File: src/rtl/regfifo_param.sv
`default_nettype none
// ============================================================================
// Module      : regfifo_param
// Description : Register-based shift FIFO with first-word fall-through output.
//               Entry 0 is always the head, valid bits are packed from bit 0,
//               and reads shift the whole array down by one slot.
//               Optional sticky overflow/underflow flags are built only when
//               the macro REGFIFO_ERR_EN is defined; otherwise both are tied 0.
// Revision    : 1.0 - initial release
// ============================================================================
module regfifo_param #(
    parameter int DATA_WIDTH = 64,
    parameter int DEPTH      = 8,
    parameter int CNT_WIDTH  = 10,
    parameter int AFULL_TH   = DEPTH - 2,
    parameter int AEMPTY_TH  = 1
) (
    input  logic                  clk,
    input  logic                  rst_n,
    input  logic                  clr,
    input  logic                  wr_en,
    input  logic [DATA_WIDTH-1:0] din,
    input  logic                  rd_en,
    output logic [DATA_WIDTH-1:0] dout,
    output logic                  full,
    output logic                  empty,
    output logic                  almost_full,
    output logic                  almost_empty,
    output logic [CNT_WIDTH-1:0]  data_count,
    output logic                  overflow,
    output logic                  underflow
);

    localparam logic [CNT_WIDTH-1:0] c_afull_th  = CNT_WIDTH'(AFULL_TH);
    localparam logic [CNT_WIDTH-1:0] c_aempty_th = CNT_WIDTH'(AEMPTY_TH);
    localparam logic [CNT_WIDTH-1:0] c_one       = CNT_WIDTH'(1);

    logic [DATA_WIDTH-1:0] r_data      [DEPTH];
    logic [DEPTH-1:0]      r_valid;
    logic [CNT_WIDTH-1:0]  r_count;

    logic [DATA_WIDTH-1:0] w_data_nxt  [DEPTH];
    logic [DEPTH-1:0]      w_valid_nxt;
    logic [CNT_WIDTH-1:0]  w_count_nxt;
    logic [CNT_WIDTH-1:0]  w_wr_idx;
    logic                  w_full;
    logic                  w_empty;
    logic                  w_wr_acc;
    logic                  w_rd_acc;

    // Status comes from the registered bitmap only, never from the request inputs.
    assign w_full   = r_valid[DEPTH-1];
    assign w_empty  = ~r_valid[0];
    // A write into a full FIFO is still accepted when a read frees a slot the same cycle.
    assign w_wr_acc = wr_en & (~w_full | rd_en);
    assign w_rd_acc = rd_en & ~w_empty;
    // New data lands in the first free slot after any shift caused by the read.
    assign w_wr_idx = w_rd_acc ? (r_count - c_one) : r_count;

    // Next-state: flush, else shift on read then insert on write.
    always_comb begin
        w_data_nxt  = r_data;
        w_valid_nxt = r_valid;
        w_count_nxt = r_count;
        if (clr) begin
            for (int i = 0; i < DEPTH; i++) begin
                w_data_nxt[i] = '0;
            end
            w_valid_nxt = '0;
            w_count_nxt = '0;
        end else begin
            if (w_rd_acc) begin
                for (int i = 0; i < DEPTH - 1; i++) begin
                    w_data_nxt[i] = r_data[i+1];
                end
                // Vacated top slot is zeroed so an empty head always reads as 0.
                w_data_nxt[DEPTH-1] = '0;
                w_valid_nxt         = {1'b0, r_valid[DEPTH-1:1]};
            end
            if (w_wr_acc) begin
                for (int i = 0; i < DEPTH; i++) begin
                    if (CNT_WIDTH'(i) == w_wr_idx) begin
                        w_data_nxt[i]  = din;
                        w_valid_nxt[i] = 1'b1;
                    end
                end
            end
            case ({w_wr_acc, w_rd_acc})
                2'b10:   w_count_nxt = r_count + c_one;
                2'b01:   w_count_nxt = r_count - c_one;
                default: w_count_nxt = r_count;
            endcase
        end
    end

    // Storage, bitmap and count registers with asynchronous clear.
    always_ff @(posedge clk or negedge rst_n) begin
        if (!rst_n) begin
            for (int i = 0; i < DEPTH; i++) begin
                r_data[i] <= '0;
            end
            r_valid <= '0;
            r_count <= '0;
        end else begin
            r_data  <= w_data_nxt;
            r_valid <= w_valid_nxt;
            r_count <= w_count_nxt;
        end
    end

`ifdef REGFIFO_ERR_EN
    logic r_overflow;
    logic r_underflow;

    // Sticky error flags, cleared only by reset or flush.
    always_ff @(posedge clk or negedge rst_n) begin
        if (!rst_n) begin
            r_overflow  <= 1'b0;
            r_underflow <= 1'b0;
        end else if (clr) begin
            r_overflow  <= 1'b0;
            r_underflow <= 1'b0;
        end else begin
            r_overflow  <= r_overflow  | (wr_en & w_full & ~rd_en);
            r_underflow <= r_underflow | (rd_en & w_empty);
        end
    end

    assign overflow  = r_overflow;
    assign underflow = r_underflow;
`else
    assign overflow  = 1'b0;
    assign underflow = 1'b0;
`endif

    assign dout         = r_data[0];
    assign full         = w_full;
    assign empty        = w_empty;
    assign almost_full  = (r_count >= c_afull_th);
    assign almost_empty = (r_count <= c_aempty_th);
    assign data_count   = r_count;

endmodule
`default_nettype wire

File: config.mk
export PLATFORM = sky130hd
export DESIGN_NAME = regfifo_param
export DESIGN_NICKNAME = d
export VERILOG_FILES = /design/src/rtl/regfifo_param.sv
export SDC_FILE = /design/constraint.sdc
export NUM_CORES = 1
export LEC_CHECK = 0
export ABC_AREA = 1
export ABC_CLOCK_PERIOD_IN_PS = 3300
export BUFFER_PORTS_ARGS = -buffer_cell sky130_fd_sc_hd__clkbuf_2
export CORE_MARGIN = 2
export CORE_UTILIZATION = 45
export DETAILED_ROUTE_END_ITERATION = 12
export GPL_ROUTABILITY_DRIVEN = 0
export PLACE_DENSITY_LB_ADDON = 0.12
export SETUP_SLACK_MARGIN = 0.15
export SYNTH_ARGS = -nofsm -noshare
export SYNTH_HDL_FRONTEND = slang
export SYNTH_SLANG_ARGS = --single-unit
File: constraint.sdc
create_clock -name clk -period 3.3 [get_ports clk]
set_input_delay 0.165 -clock clk [delete_from_list [all_inputs] [get_ports clk]]
set_output_delay 0.165 -clock clk [all_outputs]
set_load 0.02 [all_outputs]
==> summary.md, run 1 <==
| Metric | Value |
|---|---|
| Design Power | approximately 19 mW |
| CP max stage delay | between 0.4 and 0.5 ns |
| Nets@finish | 4975 |
| Clk root buf | clkbuf_16 |
| Non-filler cells, final | between 5000 and 6000 |
| Gr ovfl total | 0 |
| Power Density | around 550 nW/µm² |
| Starting Density | 0.454 |
| Routed wire length | about 74000 µm |
| Leak Pwr | ~21 nW |
| Sink Count | 530 |
| Post-synth top area share | 0.427 |
| CP delay by family, top | simple AND/OR/NAND/NOR gates |
| I/O Buffers | around 150 |
| Layout cells sized above 1 | 0.0655 |
| Count of pins over their slew limit | 0 |
| Critical path's slowest cell | dfrtp_1 |
| Initial DRC count | around 2200 |
| Clock-pin slew on the worst setup and hold paths | roughly 0.06 ns |
| Max Fclk | about 350 MHz |
| Setup bufs post-CTS | 0 |
| Cell Chain, Critical Path | inv_1 -> ha_1 -> nand2_1 -> nor2_2 -> nand3_1 -> nand2_1 -> nand4_1 -> nand2_4 -> nand3_4 -> buf_12 -> nand2_1 -> nand2_1 -> nor2_1 |
| Synth area leaders | dfrtp_1 (43%), nand2_1 (28%), nor2_1 (12%), inv_1 (5.8%), buf_2 (1.8%) |
| Crit-path most repeated cell | nand2_1 |
| Leading area contributor after synthesis | dfrtp_1 |
| Worst path arrival time | about 3.4 ns |
| Dpl cells | roughly 5700 |
| MaxCap Viol Count | 0 |
| Ys async rst share | 1.00 |
| DR vias | approximately 27000 |
| Critical path launch point | data_count[0]$_DFFE_PN0P_ |
| Reg-to-reg slack, setup | about 0.47 ns |
| Antenna violations before repair | 0 |
| Unrepaired setup endpoints after global routing | false |
| Final Hold Fails | 0 |
| Yosys warning count | 0 |
| Tmin final | 2.83 ns |
| N_diodes | 0 |
| Clock tree buffer depth | 3 |
| Ratio of final minimum period to clock period | 0.856 |
| Footprint of the multi-input gates | between 10000 and 15000 µm² |
| CP required | ~3.9 ns |
| Clock skew | a little over 0.01 ns |
| CTS Buf Count | 60 |
| EDFF count, synth | 0 |
| Main flop type after synthesis | dfrtp_1 |
| Die Height | about 270 µm |
| Worst-skew pair later-pin latency | 0.62 ns |
| Initial DRT Pass Iterations | 5 |
| Layout fillers | 7033 |
| FP Rows | between 90 and 100 |
| Hold Crit Class | in -> reg |
| Max rail drop VDD | between 400 and 500 µV |
| #FFs+latches synth | 530 |
| Global-route wire length before repair | 126000 µm |
| Register area share after synthesis | 0.427 |
| Final ANT Viol Nets | 0 |
| Final setup fails | 0 |
| Die area | between 70000 and 80000 µm² |
| Worst R2R End | r_data[115]$_DFF_PN0_ |
| Register area | ~13000 µm² |
| Vias in the first global route | 25500 |
| Kind of critical path | reg -> reg |
| Setup TNS | 0 ns |
| Most frequent cell after synthesis | nand2_1 |
| Syn Area/Cell | between 6 and 7 µm² |
| Die extent in x | 267 µm |
| Synthesized instance count | approximately 5000 |
| Tot GR Track Use | 0.210 |
| WL/cell | around 13 µm |
| Worst R2R Start | data_count[0]$_DFFE_PN0P_ |
| Worst slew pin tran | between 1 and 1.5 ns |
| CP bufs+invs | 2 |
| Crit path to | r_data[115]$_DFF_PN0_ |
| WP depth | 13 |
| Reg2reg path depth | 13 |
| Unique masters post-synth | 32 |
| CTS tree | yes |
| Synth cell count leaders | nand2_1 (2358), nor2_1 (1024), dfrtp_1 (530) |
| Via density | about 4.6 |
| Critical Path Source Type | register |
| Crit. End Element | register |
| Final HPWL DP | 41000 µm |
| Core Region | approximately 68000 µm² |
| Crit-path max FO | 35 |
| Drc violations | 0 |
| Status | completed |
| Boundary Pins | 149 |
| Cell area after synthesis | 31100 µm² |
| Slew headroom | 0.225 |
| Largest net degree at the start of global routing | ~200 |
| Area growth from synthesis to layout | 10.7% |
| H-tree depth | 2 |
==> placed cells by master (no fill, tap or decap), drive strengths merged, types with 20 or more instances in the layout <==
| master | count |
|---|---|
| nand3 | 22 |
| buf | 67 |
| dlygate4sd3 | 67 |
| nor2 | 1029 |
| nand4 | 27 |
| mux2i | 45 |
| dfrtp | 530 |
| clkbuf | 241 |
| nand2 | 2362 |
| inv | 486 |
| o21ai | 20 |
==> registers in the layout, summed over array words and instances, names as in the netlist <==
name / flops
r_data: 448
dout: 64
data_count: 10
r_valid: 8
==> worst min-delay path, stage by stage <==
cell	delay (ns)
clkbuf_2	0.10
nor2_1	0.04
buf_4	0.16
nand3_1	0.09
nand2_1	0.05
o21ai_0	0.06
==> metrics by stage <==
stage	area (µm²)	hold WS (ns)	setup WS, ns	utilization
global route	34400	0.102	0.190	0.503
CTS	34400	0.0314	0.271	0.502
finish	34400	0.0856	0.474	0.503
detailed placement	31800	0.250	0.306	0.465
global placement	31800	0.250	0.426	0.465
floorplan	31100	-0.131	0.975	-
==> worst min path at each step <==
stage | from | end | slack [ns] | depth (start not counted)
3_3_place_gp | rst_n | dout[56]$_DFF_PN0_ | 0.25 | 1
2_1_floorplan | rst_n | data_count[0]$_DFFE_PN0P_ | -0.13 | 0
3_5_place_dp | rst_n | dout[56]$_DFF_PN0_ | 0.25 | 1
4_1_cts | wr_en | data_count[4]$_DFFE_PN0P_ | 0.03 | 6
5_1_grt | wr_en | data_count[3]$_DFFE_PN0P_ | 0.10 | 6
6_report | wr_en | data_count[4]$_DFFE_PN0P_ | 0.09 | 6
==> per-layer routing <==
layer  GRT usage  vias up  wire length (µm)
li1            -    14200                 -
met1       0.281    12100             35900
met2       0.368      351             34900
met3      0.0234       87              2300
met4      0.0443        0              1220
met5           0        -                 0
==> cell families (layout without fill, tap and decap cells) <==
logic type,Yosys count,in the layout,share of synthesized area
compound gates,40,40,0.00688
xor+xnor,7,7,0.00197
fa+ha+maj,4,4,0.00161
buf+inv,896,874,0.127
flops,530,530,0.427
mux,45,45,0.0145
other cells,1,2,0.000121
simple gates,3446,3447,0.421
==> power breakdown <==
| part | internal, mW | total, mW | switching, mW |
|---|---|---|---|
| logic | 1.51 | 4.71 | 3.20 |
| registers | 7.19 | 7.57 | 0.379 |
| clock network | 3.77 | 6.51 | 2.75 |
| total | 12.5 | 18.8 | 6.33 |
==> layout make-up <==
class / instances / area share
clock inverters: 13 / 0.00262
inverters: 486 / 0.0535
well taps: 882 / 0.0321
clock buffers: 96 / 0.0523
repair buffers: 279 / 0.0675
flip-flops and latches: 530 / 0.385
multi-input cells: 3545 / 0.407
==> repair_timing <==
item | in CTS | in global routing
hold buffers | 67 | 0
setup endpoints to repair | 0 | 112
gates resized for setup | 0 | 3
endpoints found under the hold margin | 593 | 0
Power figures use the tool's default switching activity.
==> run 2, diff against run 1 <==
Settings changed: CORE_MARGIN 2 to not set.
==> run 2 against run 1 <==
  * Design area barely moved
  * First-iteration DRC count down 5.8%
  * Total power grew 1.8%
  * Register-to-register slack got worse by 0.06 ns
  * Flip-flop and latch count stayed put
  * Critical endpoint is now r_data[34]$_DFF_PN0_
  * Largest power group unchanged
==> summary.md, run 2 (same netlist as run 1, synthesis figures left out) <==
| Metric | Value |
|---|---|
| Unrepaired setup endpoints after global routing | true |
| Crit. End Element | register |
| Worst Hold Launch | rd_en |
| Worst R2R Start | data_count[0]$_DFFE_PN0P_ |
| FP Rows | 95 |
| Antenna violations before repair | 0 |
| Non-filler cells, final | a little under 6000 |
| Final HPWL DP | approximately 41000 µm |
| H-tree depth | 3 |
| Cell Chain, Critical Path | inv_1 -> ha_1 -> nand2_1 -> nor2_2 -> nand3_1 -> nand2_1 -> nand4_1 -> nand2_2 -> nand3_4 -> buf_4 -> nand2_1 -> nand2_1 -> nor2_1 |
| Drc violations | 0 |
| Crit-path max FO | 28 |
| Die Height | roughly 260 µm |
| Design Power | 19.1 mW |
| Post_cts resized | 0 |
| Via density | 4.58 |
| Final ANT Viol Nets | 0 |
| Most frequent cells in the layout | nand2_1 (2358), nor2_1 (1024), dfrtp_1 (530) |
| MaxCap Viol Count | 0 |
| Worst path arrival time | roughly 3.4 ns |
| Largest net degree at the start of global routing | 200 |
| Vias in the first global route | approximately 26000 |
| Tot GR Track Use | 0.219 |
| Number of flip-flops in the largest register | ~450 |
| Boundary Pins | 149 |
| N_diodes | 0 |
| Area growth from synthesis to layout | 10.7% |
| Worst R2R End | r_data[34]$_DFF_PN0_ |
| Leak Pwr | about 21 nW |
| Initial DRT Pass Iterations | 7 |
| Core Region | 67800 µm² |
| Max rail drop VDD | ~460 µV |
| CP max stage delay | around 0.44 ns |
| Clock skew | approximately 0.021 ns |
| Max Fclk | 347 MHz |
| WL/cell | between 10 and 15 µm |
| Slew headroom | 0.299 |
| CTS Buf Count | 66 |
| Crit-path most repeated cell | nand2_1 |
| Reg-to-reg slack, setup | between 0.4 and 0.5 ns |
| Worst slew pin tran | roughly 1.1 ns |
| Hold Crit Class | in -> reg |
| Gr ovfl total | 0 |
| Hold Slack | 0.0323 ns |
| Clock tree buffer depth | 3 |
| Ratio of final minimum period to clock period | 0.874 |
| Global-route wire length before repair | 129000 µm |
| Reg2reg path depth | 13 |
| Routed wire length | 75100 µm |
| Final Util | 0.508 |
| I/O Buffers | ~150 |
| Setup bufs post-CTS | 0 |
| Power Density | between 500 and 600 nW/µm² |
| Worst-skew pair later-pin latency | approximately 0.60 ns |
| Status | completed |
| Die extent in x | approximately 260 µm |
| Final setup fails | 0 |
| Setup TNS | 0 ns |
| Count of pins over their slew limit | 0 |
| CP required | around 3.8 ns |
| Kind of critical path | reg -> reg |
| Die area | about 70000 µm² |
| Biggest register | r_data |
| Tmin final | 2.88 ns |
| Commonest non-fill, non-tap cell in the layout | nand2_1 |
| CTS tree | yes |
| Layout cells sized above 1 | 0.0645 |
| Worst hold path stage count | 4 |
| Final Hold Fails | 0 |
| Sink Count | 530 |
| Clk root buf | clkbuf_16 |
| Clock-pin slew on the worst setup and hold paths | roughly 0.060 ns |
| DR vias | 26600 |
| Dpl cells | roughly 5600 |
| Critical Path Source Type | register |
| Hold Path Sink | r_valid[0]$_DFF_PN0_ |
| Starting Density | 0.459 |
| Initial DRC count | roughly 2100 |
| Nets@finish | between 4000 and 5000 |
| Critical path's slowest cell | nand3_4 |
-- run 2: cell count changes in the layout (fill, tap and decap cells not counted), sizes merged --
cell	change
clkbuf	+6
inv	+2
bufinv	-1
clkinv	-4
buf	-6
dlygate4sd3	-1
nand3	-1
-- run 2: area by class of cell --
class | instances | area, µm²
Timing Repair Buffer | 272 | 2230
Multi-Input combinational cell | 3544 | 14000
Sequential cell | 530 | 13300
Fill cell | 6875 | 33300
Inverter | 486 | 1840
Clock buffer | 102 | 1960
Tap cell | 873 | 1090
Clock inverter | 10 | 57.6
-- run 2: critical path, delay by kind of cell (launching register included) --
| family | cells | cell delay, ns |
|---|---|---|
| AND/OR/NAND/NOR | 10 | 1.53 |
| adder cells (fa/ha/maj) | 1 | 0.26 |
| buffers and inverters | 2 | 0.60 |
| flip-flops | 1 | 0.41 |
-- run 2: metrics by stage --
step                      area [µm²]  setup WS (ns)
after floorplan                31100          0.975
after global placement         31700          0.474
after detailed placement       31700          0.411
after CTS                      34400          0.378
after global routing           34400          0.107
final                          34400          0.415
-- run 2: worst max path at each step --
stage | slack, ns | startpoint | endpoint
after CTS | 0.38 | data_count[0]$_DFFE_PN0P_ | r_data[34]$_DFF_PN0_
after floorplan | 0.97 | data_count[0]$_DFFE_PN0P_ | r_data[63]$_DFF_PN0_
after global routing | 0.11 | data_count[0]$_DFFE_PN0P_ | r_data[36]$_DFF_PN0_
after global placement | 0.47 | data_count[0]$_DFFE_PN0P_ | r_data[36]$_DFF_PN0_
final | 0.42 | data_count[0]$_DFFE_PN0P_ | r_data[34]$_DFF_PN0_
after detailed placement | 0.41 | data_count[0]$_DFFE_PN0P_ | r_data[34]$_DFF_PN0_
-- run 2: repair_timing --
item | 4_1_cts | 5_1_grt
hold endpoints to repair | 557 | 0
hold buffers | 66 | 0
endpoints found under the setup margin | 0 | 22
-- run 2: report_power, final --
| part | switching (mW) | internal [mW] |
|---|---|---|
| Combinational | 3.19 | 1.50 |
| Sequential | 0.391 | 7.20 |
| Clock | 2.80 | 4.07 |
| Total | 6.38 | 12.8 |
-- run 2: layer usage --
layer,GRT usage,up-vias,wire (µm)
li1,-,14200,-
met1,0.291,12000,36500
met2,0.378,373,35000
met3,0.0253,81,2420
met4,0.0553,0,1130
met5,0,-,0
==> run 3, diff against run 2 <==
Settings changed: RECOVER_POWER set to 100, REMOVE_ABC_BUFFERS set to 1.
==> run 3 against run 2 <==
  * The flow now finishes with violations (max-capacitance violations, max-slew violations)
  * Clock power fell by 0.9%
  * Global-route usage shrank 0.45 points
  * Non-clock buffer count shrank 1
  * Worst setup slack gained 0.022 ns
  * Core utilization is 0.31 points lower
  * Maximum frequency grew 0.78%
  * Via count is 0.61% higher
  * Die area unchanged
  * Total power fell by 0.86%
  * Count of clock-buffer cells in the layout fell by 4
  * Sequential share of layout area grew 0.24 points
  * Critical path type unchanged
  * Largest power group unchanged
  * Highest routed layer is now met5
==> summary.md, run 3 (same netlist as run 1, synthesis figures left out) <==
| Metric | Value |
|---|---|
| Power Density | approximately 560 nW/µm² |
| Die extent in x | 265 µm |
| Dpl cells | 5636 |
| Clock tree buffer depth | 3 |
| H-tree depth | 2 |
| Net Sw Frac | 0.335 |
| Count of pins over their slew limit | 73 |
| Number of flip-flops in the largest register | between 400 and 500 |
| Ratio of final minimum period to clock period | 0.867 |
| Combinational power share | 0.242 |
| Routed wire length | 74500 µm |
| Kind of critical path | reg -> reg |
| Final Hold Fails | 0 |
| Pre-CTS WS | ~0.52 ns |
| Clock-pin slew on the worst setup and hold paths | about 0.06 ns |
| Starting Density | 0.459 |
| Design Power | between 15 and 20 mW |
| Worst path arrival time | 3.37 ns |
| Non-filler cells, final | approximately 5800 |
| Slew headroom | -0.631 |
| Initial DRC count | 1860 |
| Area growth from synthesis to layout | 10.0% |
| Clock skew | around 0.016 ns |
| Setup bufs post-CTS | 0 |
| Gr ovfl total | 0 |
| Global-route wire length before repair | about 130000 µm |
| P_int | roughly 13 mW |
| CTS Buf Count | roughly 60 |
| Failing checks | max-capacitance violations, max-slew violations |
| Boundary Pins | around 150 |
| DR vias | between 20000 and 30000 |
| Status | finished, violations left |
| Tot GR Track Use | 0.214 |
| Die area | 70100 µm² |
| Commonest non-fill, non-tap cell in the layout | nand2_1 |
| Largest net degree at the start of global routing | approximately 210 |
| Setup TNS | 0 ns |
| Die Height | 265 µm |
| FP Rows | 95 |
| Layout fillers | approximately 7000 |
| Register area | around 13000 µm² |
| Via density | 4.61 |
| Clk root buf | clkbuf_16 |
| Final HPWL DP | between 30000 and 40000 µm |
| Footprint of the multi-input gates | 13900 µm² |
| Antenna violations before repair | 1 |
| I/O Buffers | around 150 |
| Unrepaired setup endpoints after global routing | false |
| Min setup slack post-route | around 0.44 ns |
| Critical path's slowest cell | dfrtp_1 |
| Leak Pwr | 21.2 nW |
| WL/cell | 12.8 µm |
| Net Switching | roughly 6.4 mW |
| Core Region | ~68000 µm² |
| Post_cts resized | 0 |
| Final setup fails | 0 |
| Post-DP Area | 31800 µm² |
| Reg power frac | 0.400 |
| CP max stage delay | 0.42 ns |
| Max Fclk | approximately 350 MHz |
| Worst-skew pair later-pin latency | 0.63 ns |
| Clock power share | 0.359 |
| CP bufs+invs | 3 |
| N_diodes | 0 |
| Nets@finish | roughly 5000 |
| Sink Count | 530 |
| CP required | roughly 3.8 ns |
| MaxCap Viol Count | 1 |
| Tmin final | 2.86 ns |
| Worst slew pin tran | roughly 2.4 ns |
| Vias in the first global route | approximately 26000 |
| Most frequent cells in the layout | nand2_1 (2358), nor2_1 (1024), dfrtp_1 (530) |
| Drc violations | 0 |
| CTS tree | yes |
| Reg-to-reg slack, setup | 0.44 ns |
| Crit. End Element | register |
| Critical Path Source Type | register |
| CP delay by family, top | simple AND/OR/NAND/NOR gates |
| Crit-path max FO | 84 |
| Final ANT Viol Nets | 0 |
| Hold Crit Class | in -> reg |
| Cell Chain, Critical Path | inv_1 -> ha_1 -> nand2_1 -> nor2_2 -> nand3_1 -> nand2_1 -> nor2_1 -> nand2_1 -> nand2_2 -> buf_4 -> nand3_1 -> buf_12 -> nand2_1 -> nand2_1 -> nor2_1 |
| Layout cells sized above 1 | 0.0479 |
| Max rail drop VDD | approximately 430 µV |
| Crit-path most repeated cell | nand2_1 |
| Biggest register | r_data |
| Final Cell Area | between 30000 and 40000 µm² |
| Initial DRT Pass Iterations | 5 |
-- run 3: cell types whose count changed in the layout (fill, tap and decap cells not counted), sizes merged --
cell         change
buf             -22
clkinv           +5
bufinv           +1
inv              -1
dlygate4sd3      +2
clkbuf          +15
-- run 3: power by group through the flow --
stage                     registers [mW]  logic (mW)  clock network, mW
after global routing                7.67        5.28               7.25
after detailed placement            7.70        4.67                  0
after floorplan                     7.92        3.14                  0
after CTS                           7.59        4.76               7.02
final                               7.58        4.59               6.81
after global placement              7.69        4.65                  0
-- run 3: final timing paths --
check	from	to	cells after the start
min in group asynchronous	rst_n	r_data[413]$_DFF_PN0_	2
hold / removal	din[60]	r_data[380]$_DFF_PN0_	4
setup reg to reg	data_count[0]$_DFFE_PN0P_	r_data[114]$_DFF_PN0_	15
hold reg to reg	r_valid[5]$_DFF_PN0_	r_valid[5]$_DFF_PN0_	2
setup / recovery	data_count[0]$_DFFE_PN0P_	r_data[114]$_DFF_PN0_	15
max in group asynchronous	rst_n	dout[55]$_DFF_PN0_	4
-- run 3: tightest hold or removal path: stages --
cell	delay, ns
dlygate4sd3_1	0.53
clkbuf_2	0.18
nor2_1	0.12
nor2_1	0.05
-- run 3: timing repair --
| action | CTS | global route |
|---|---|---|
| hold endpoints to repair | 581 | 0 |
| hold buffers | 68 | 0 |
| setup endpoints to repair | 0 | 0 |
-- run 3: cell type report --
type | count | area share
multi-input cells | 3544 | 0.407
flip-flops and latches | 530 | 0.388
repair buffers | 271 | 0.0603
clock buffers | 98 | 0.0561
inverters | 486 | 0.0538
well taps | 873 | 0.0319
clock inverters | 15 | 0.00304
-- run 3: per-stage QoR --
stage               hold slack, ns  utilization
floorplan                   -0.131            -
global placement             0.240        0.469
detailed placement           0.241        0.469
CTS                          0.151        0.509
global route                 0.444        0.505
finish                       0.448        0.505
-- run 3: metal layers --
layer  track usage  up-vias  share of wire
li1              -    14200              -
met1         0.292    12100           0.49
met2         0.365      374           0.46
met3        0.0248       79          0.036
met4        0.0464        2          0.015
met5             0        -       0.000094
